### src/rtl/des_pkg.sv
// DES shared definitions: round count, index width, FSM states,
// and the PC-1 / PC-2 bit-selection permutations (DES bit 1 = MSB).
package des_pkg;

  localparam int ROUNDS = 16;
  localparam int IDX_W  = 4;

  typedef enum logic [1:0] {
    IDLE = 2'd0,
    GEN  = 2'd1,
    EMIT = 2'd2
  } state_e;

  localparam int PC1_T [56] = '{
    57, 49, 41, 33, 25, 17,  9,
     1, 58, 50, 42, 34, 26, 18,
    10,  2, 59, 51, 43, 35, 27,
    19, 11,  3, 60, 52, 44, 36,
    63, 55, 47, 39, 31, 23, 15,
     7, 62, 54, 46, 38, 30, 22,
    14,  6, 61, 53, 45, 37, 29,
    21, 13,  5, 28, 20, 12,  4
  };

  localparam int PC2_T [48] = '{
    14, 17, 11, 24,  1,  5,
     3, 28, 15,  6, 21, 10,
    23, 19, 12,  4, 26,  8,
    16,  7, 27, 20, 13,  2,
    41, 52, 31, 37, 47, 55,
    30, 40, 51, 45, 33, 48,
    44, 49, 39, 56, 34, 53,
    46, 42, 50, 36, 29, 32
  };

  // Parity bits (8, 16, ... 64) are simply never selected.
  function automatic logic [55:0] pc1(input logic [63:0] k);
    logic [55:0] r;
    r = '0;
    for (int j = 0; j < 56; j++) begin
      r[55-j] = k[64-PC1_T[j]];
    end
    return r;
  endfunction

  function automatic logic [47:0] pc2(input logic [55:0] cd);
    logic [47:0] r;
    r = '0;
    for (int j = 0; j < 48; j++) begin
      r[47-j] = cd[56-PC2_T[j]];
    end
    return r;
  endfunction

endpackage

### src/rtl/des_key_sequencer_key_schedule.sv
// key_schedule: one combinational DES key-schedule round.
// Ports: x (C||D in), i (round 0..15), r (rotated C||D), k (PC-2 round key).
module key_schedule
  import des_pkg::*;
(
  input  logic [55:0]      x,
  input  logic [IDX_W-1:0] i,
  output logic [55:0]      r,
  output logic [47:0]      k
);

  logic [27:0] c;
  logic [27:0] d;
  logic [27:0] c_r;
  logic [27:0] d_r;
  logic        one;

  always_comb begin
    c   = x[55:28];
    d   = x[27:0];
    one = (i == IDX_W'(0)) || (i == IDX_W'(1)) ||
          (i == IDX_W'(8)) || (i == IDX_W'(15));
    if (one) begin
      c_r = {c[26:0], c[27]};
      d_r = {d[26:0], d[27]};
    end else begin
      c_r = {c[25:0], c[27:26]};
      d_r = {d[25:0], d[27:26]};
    end
    r = {c_r, d_r};
    k = pc2(r);
  end

endmodule

### src/rtl/des_key_sequencer.sv
// des_key_sequencer: generates the 16 DES round keys, one per cycle,
// buffers them and streams them forward (enc) or reverse (dec).
// Ports: clk, rst (async high); key_valid/key_ready/key/dec in;
// rk_valid/rk_ready handshake out with rk, rk_idx, rk_last.
module des_key_sequencer
  import des_pkg::*;
(
  input  logic             clk,
  input  logic             rst,
  input  logic             key_valid,
  output logic             key_ready,
  input  logic [63:0]      key,
  input  logic             dec,
  output logic             rk_valid,
  input  logic             rk_ready,
  output logic [47:0]      rk,
  output logic [IDX_W-1:0] rk_idx,
  output logic             rk_last
);

  localparam logic [IDX_W-1:0] IDX_MAX = IDX_W'(ROUNDS - 1);

  state_e           state_q, state_d;
  logic [55:0]      cd_q, cd_d;
  logic [IDX_W-1:0] cnt_q, cnt_d;
  logic [IDX_W-1:0] ptr_q, ptr_d;
  logic             dec_q, dec_d;
  logic [47:0]      buf_q [ROUNDS];
  logic [47:0]      buf_d [ROUNDS];
  logic             rk_valid_q, rk_valid_d;
  logic [47:0]      rk_q, rk_d;
  logic [IDX_W-1:0] rk_idx_q, rk_idx_d;
  logic             rk_last_q, rk_last_d;

  logic [55:0]      ks_r;
  logic [47:0]      ks_k;

  key_schedule u_ks (
    .x (cd_q),
    .i (cnt_q),
    .r (ks_r),
    .k (ks_k)
  );

  function automatic logic is_last(
    input logic [IDX_W-1:0] p,
    input logic             dn
  );
    return dn ? (p == '0) : (p == IDX_MAX);
  endfunction

  always_comb begin
    state_d    = state_q;
    cd_d       = cd_q;
    cnt_d      = cnt_q;
    ptr_d      = ptr_q;
    dec_d      = dec_q;
    buf_d      = buf_q;
    rk_valid_d = rk_valid_q;
    rk_d       = rk_q;
    rk_idx_d   = rk_idx_q;
    rk_last_d  = rk_last_q;
    unique case (state_q)
      IDLE: begin
        if (key_valid) begin
          cd_d    = pc1(key);
          dec_d   = dec;
          cnt_d   = '0;
          state_d = GEN;
        end
      end
      GEN: begin
        cd_d         = ks_r;
        buf_d[cnt_q] = ks_k;
        if (cnt_q == IDX_MAX) begin
          ptr_d   = dec_q ? IDX_MAX : '0;
          state_d = EMIT;
        end else begin
          cnt_d = cnt_q + IDX_W'(1);
        end
      end
      EMIT: begin
        // First EMIT cycle loads the output register from the buffer.
        if (!rk_valid_q) begin
          rk_valid_d = 1'b1;
          rk_d       = buf_q[ptr_q];
          rk_idx_d   = ptr_q;
          rk_last_d  = is_last(ptr_q, dec_q);
        end else if (rk_ready) begin
          if (rk_last_q) begin
            rk_valid_d = 1'b0;
            rk_d       = '0;
            rk_idx_d   = '0;
            rk_last_d  = 1'b0;
            state_d    = IDLE;
          end else begin
            ptr_d     = dec_q ? ptr_q - IDX_W'(1)
                              : ptr_q + IDX_W'(1);
            rk_d      = buf_q[ptr_d];
            rk_idx_d  = ptr_d;
            rk_last_d = is_last(ptr_d, dec_q);
          end
        end
      end
      default: state_d = IDLE;
    endcase
  end

  always_ff @(posedge clk or posedge rst) begin
    if (rst) begin
      state_q    <= IDLE;
      cd_q       <= '0;
      cnt_q      <= '0;
      ptr_q      <= '0;
      dec_q      <= 1'b0;
      rk_valid_q <= 1'b0;
      rk_q       <= '0;
      rk_idx_q   <= '0;
      rk_last_q  <= 1'b0;
      for (int n = 0; n < ROUNDS; n++) begin
        buf_q[n] <= '0;
      end
    end else begin
      state_q    <= state_d;
      cd_q       <= cd_d;
      cnt_q      <= cnt_d;
      ptr_q      <= ptr_d;
      dec_q      <= dec_d;
      rk_valid_q <= rk_valid_d;
      rk_q       <= rk_d;
      rk_idx_q   <= rk_idx_d;
      rk_last_q  <= rk_last_d;
      for (int n = 0; n < ROUNDS; n++) begin
        buf_q[n] <= buf_d[n];
      end
    end
  end

  assign key_ready = (state_q == IDLE) && !rst;
  assign rk_valid  = rk_valid_q;
  assign rk        = rk_q;
  assign rk_idx    = rk_idx_q;
  assign rk_last   = rk_last_q;

endmodule

### config.mk
export PLATFORM = sky130hd
export DESIGN_NAME = des_key_sequencer
export DESIGN_NICKNAME = d
export VERILOG_FILES = /design/src/rtl/des_pkg.sv /design/src/rtl/des_key_sequencer_key_schedule.sv /design/src/rtl/des_key_sequencer.sv
export SDC_FILE = /design/constraint.sdc
export NUM_CORES = 2
export LEC_CHECK = 0
export BUFFER_PORTS_ARGS = -buffer_cell sky130_fd_sc_hd__buf_2
export CORE_MARGIN = 5
export CORE_UTILIZATION = 35
export CTS_BUF_LIST = sky130_fd_sc_hd__clkbuf_16
export DETAILED_ROUTE_END_ITERATION = 8
export GPL_ROUTABILITY_DRIVEN = 1
export PLACE_DENSITY = 0.56
export RECOVER_POWER = 25
export SYNTH_ARGS = -nofsm -noshare
export SYNTH_HDL_FRONTEND = slang
export SYNTH_SLANG_ARGS = --single-unit
### constraint.sdc
create_clock -name clk -period 47.9 [get_ports clk]
set_input_delay 7.185 -clock clk [delete_from_list [all_inputs] [get_ports clk]]
set_output_delay 7.185 -clock clk [all_outputs]
set_load 0.1 [all_outputs]
==> results.toml <==
[floorplanning]
start_util_pct = 35.07
fp-row-count = 132
die_y_um = 369.5
core_sq_um = 129000
ios = 124
dieWidth_um = 369.5
dieArea_sq_um = 136500

[critical_path]
r2r_cells = 10
r2r-start = "cnt_q[1]$_DFFE_PP0P_"
worstPathRequired_ps = 40720
critPathCaptureType = "output pin"
setup.worst_path.start_class = "input port"
critical_path_peak_fanout = 2
rr_endpoint = "cd_q[24]$_DFFE_PP0P_"
arrival_ps = 7910
r2r_slack_ps = 41650
worst-setup-path-type = "in2out"

[logic_synthesis]
synth_top_area_share_pct = 49.18
synth_edf_count = 0
avgSynthCellArea_sq_um = 10.50
yosysMostFrequentCell = "nand2_1"
yosys_warnings = 0
async_flop_share_pct = 100.0
synth-seq-area-share_pct = 49.18
synthTopCellsByCount = "nand2_1, dfrtp_1, o21ai_0"
yosys-top-cells-area = "dfrtp_1, mux4_2, nand2_1, o21ai_0, mux2i_1"
syn_area_sq_um = 45230
syn_inst = 4309
synth_cell_types = 50
syn_nets = 4387
synth_largest_area_cell = "dfrtp_1"
yosys_register_bits = 889
ys.flop_type = "dfrtp_1"

[drt]
post_drt_wl_per_cell_um = 23.91
ant_nets = 0
route.vias.total = 33270
viasPerCell = 5.531
initialDrtViolationCount = 2532
route.detailed.drc = 0
drt_wl_total_um = 143900
first_pass_iters = 5

[cts]
post_cts_resized = 0
cts_max_level = 3
cts_num_sinks = 889
holdBufCountCts = 0
ctsRootBufferMaster = "clkbuf_16"
clkTransAtPathRegs_ps = 60
numCtsBuffers = 93
clockBufferDepth = 3
clk_latency_ps = 720
cts_tree = "yes"
postCtsSetupRepairBufs = 0

[cells_and_area]
regArea_sq_um = 22260
nets = 4276
multi_input_area_sq_um = 21400
post-route-util_pct = 38.84
final_layout_size_suffix_gt1_share_pct = 15.38
area_growth_pct = 10.77
n_fill_cell = 12690

[grt]
use_met2_pct = 33.94
grt_pass1_wl_um = 217600
grt_pass1_vias = 33380
grt_max_degree = 164
grt_use_total_pct = 20.99
antenna_found_initial = 3
grt_overflow = 0
grt.busiest_layer = "met2"
use_met3_pct = 3.702
use_met1_pct = 28.84

[run_status]
status = "complete, but fails checks"
failed_checks = "capacitance limit, slew limit"

[flow_run]
maxCapViolations = 5

[placement]
dpl_worst_slack_ps = 32790
gp_congestion = 0.7811
hpwl_um = 79460
port_buffers = 115

[timing]
worst_pin_slew_ps = 2521
hold_viol_final = 0
final.setup.worst_slack_ps = 32800
setup_violations = 0
rsz0062_at_grt = "no"
period_share_pct = 31.52
drv_slew = 113
slew_headroom_pct = -68.04
setup_tns_ps = 0
period_needed_ps = 15100
skew_ps = 29.37
fmaxAchievable_mhz = 66.24

[worst_hold_path]
min_to = "rk_idx[2]$_DFFE_PP0P_"
hp-class = "reg2reg"
min-delay-start = "rk_idx[2]$_DFFE_PP0P_"
min_path_cells = 1
-- placed cells by master, fill, tap and decap left out, drive strengths merged, types with 2 or more instances in the layout --
cell / count
a211oi: 34
a21oi: 255
a22oi: 33
a31oi: 5
and2: 6
and3: 3
buf: 182
bufinv: 9
clkbuf: 126
clkinv: 39
dfrtp: 889
diode: 3
ha: 8
inv: 33
mux2: 16
mux2i: 269
mux4: 285
nand2: 989
nand2b: 2
nand3: 46
nand4: 5
nor2: 60
nor2b: 11
nor3b: 56
o21a: 3
o21ai: 745
o221ai: 2
o22a: 57
o22ai: 33
o31ai: 2
o32a: 48
or2: 3
xnor2: 3
xor2: 2
-- cell families (layout without fill, tap and decap cells) --
group	after synthesis	after routing	synth area share, %
AOI/OAI and AO/OA	1221	1221	15.08
xor gates and xnor gates	5	5	0.09683
buffers and inverters	428	390	4.152
adders and majority gates	9	9	0.2656
DFF	889	889	49.18
other	0	3	0
and+or+nand+nor	1187	1187	10.67
muxes	570	570	20.56
-- state kept, by name, summed over array words and instances (netlist names) --
register,cells
ptr_q,4
rk_last,1
rk_valid,1
state_q,2
cd_q,56
rk,48
cnt_q,4
rk_idx,4
buf_q,768
dec_q,1
-- cell type report --
type	count	area share (%)
Antenna cell	3	0.01498
Sequential cell	889	44.42
Clock inverter	74	1.219
Clock buffer	94	4.695
Tap cell	1742	4.350
Timing Repair Buffer	214	2.517
Multi-Input combinational cell	2992	42.70
Inverter	8	0.07492
-- metal layers --
| metal | share of wire, % | vias to the layer above |
|---|---|---|
| met5 | 0 | - |
| met4 | 2.9 | 0 |
| met3 | 6.7 | 240 |
| met2 | 47 | 992 |
| met1 | 44 | 16780 |
| li1 | - | 15270 |
-- worst max path at each step --
stage	start	end	slack (ps)	cells after the start
after floorplan	rst	buf_q[0]$_DFFE_PP0P_	15730	1
after CTS	rst	key_ready	32790	3
after global placement	rst	key_ready	32800	3
after global routing	rst	key_ready	32780	3
final	rst	key_ready	32800	3
after detailed placement	rst	key_ready	32790	3
-- per-stage QoR --
step	area [sq um]	std cells	hold slack, ps
after floorplan	45230	4309	458.3
after global placement	47270	5845	472.0
after detailed placement	47270	5845	480.0
after CTS	50230	6013	492.9
after global routing	50100	6013	501.1
final	50100	6016	485.9
-- critical path: stages --
cell    delay (ps)
buf_2          130
nor3_1         140
buf_2          450
Power is not shown: default switching activity piles up to over one toggle a cycle in this logic, so the estimate is an artifact.
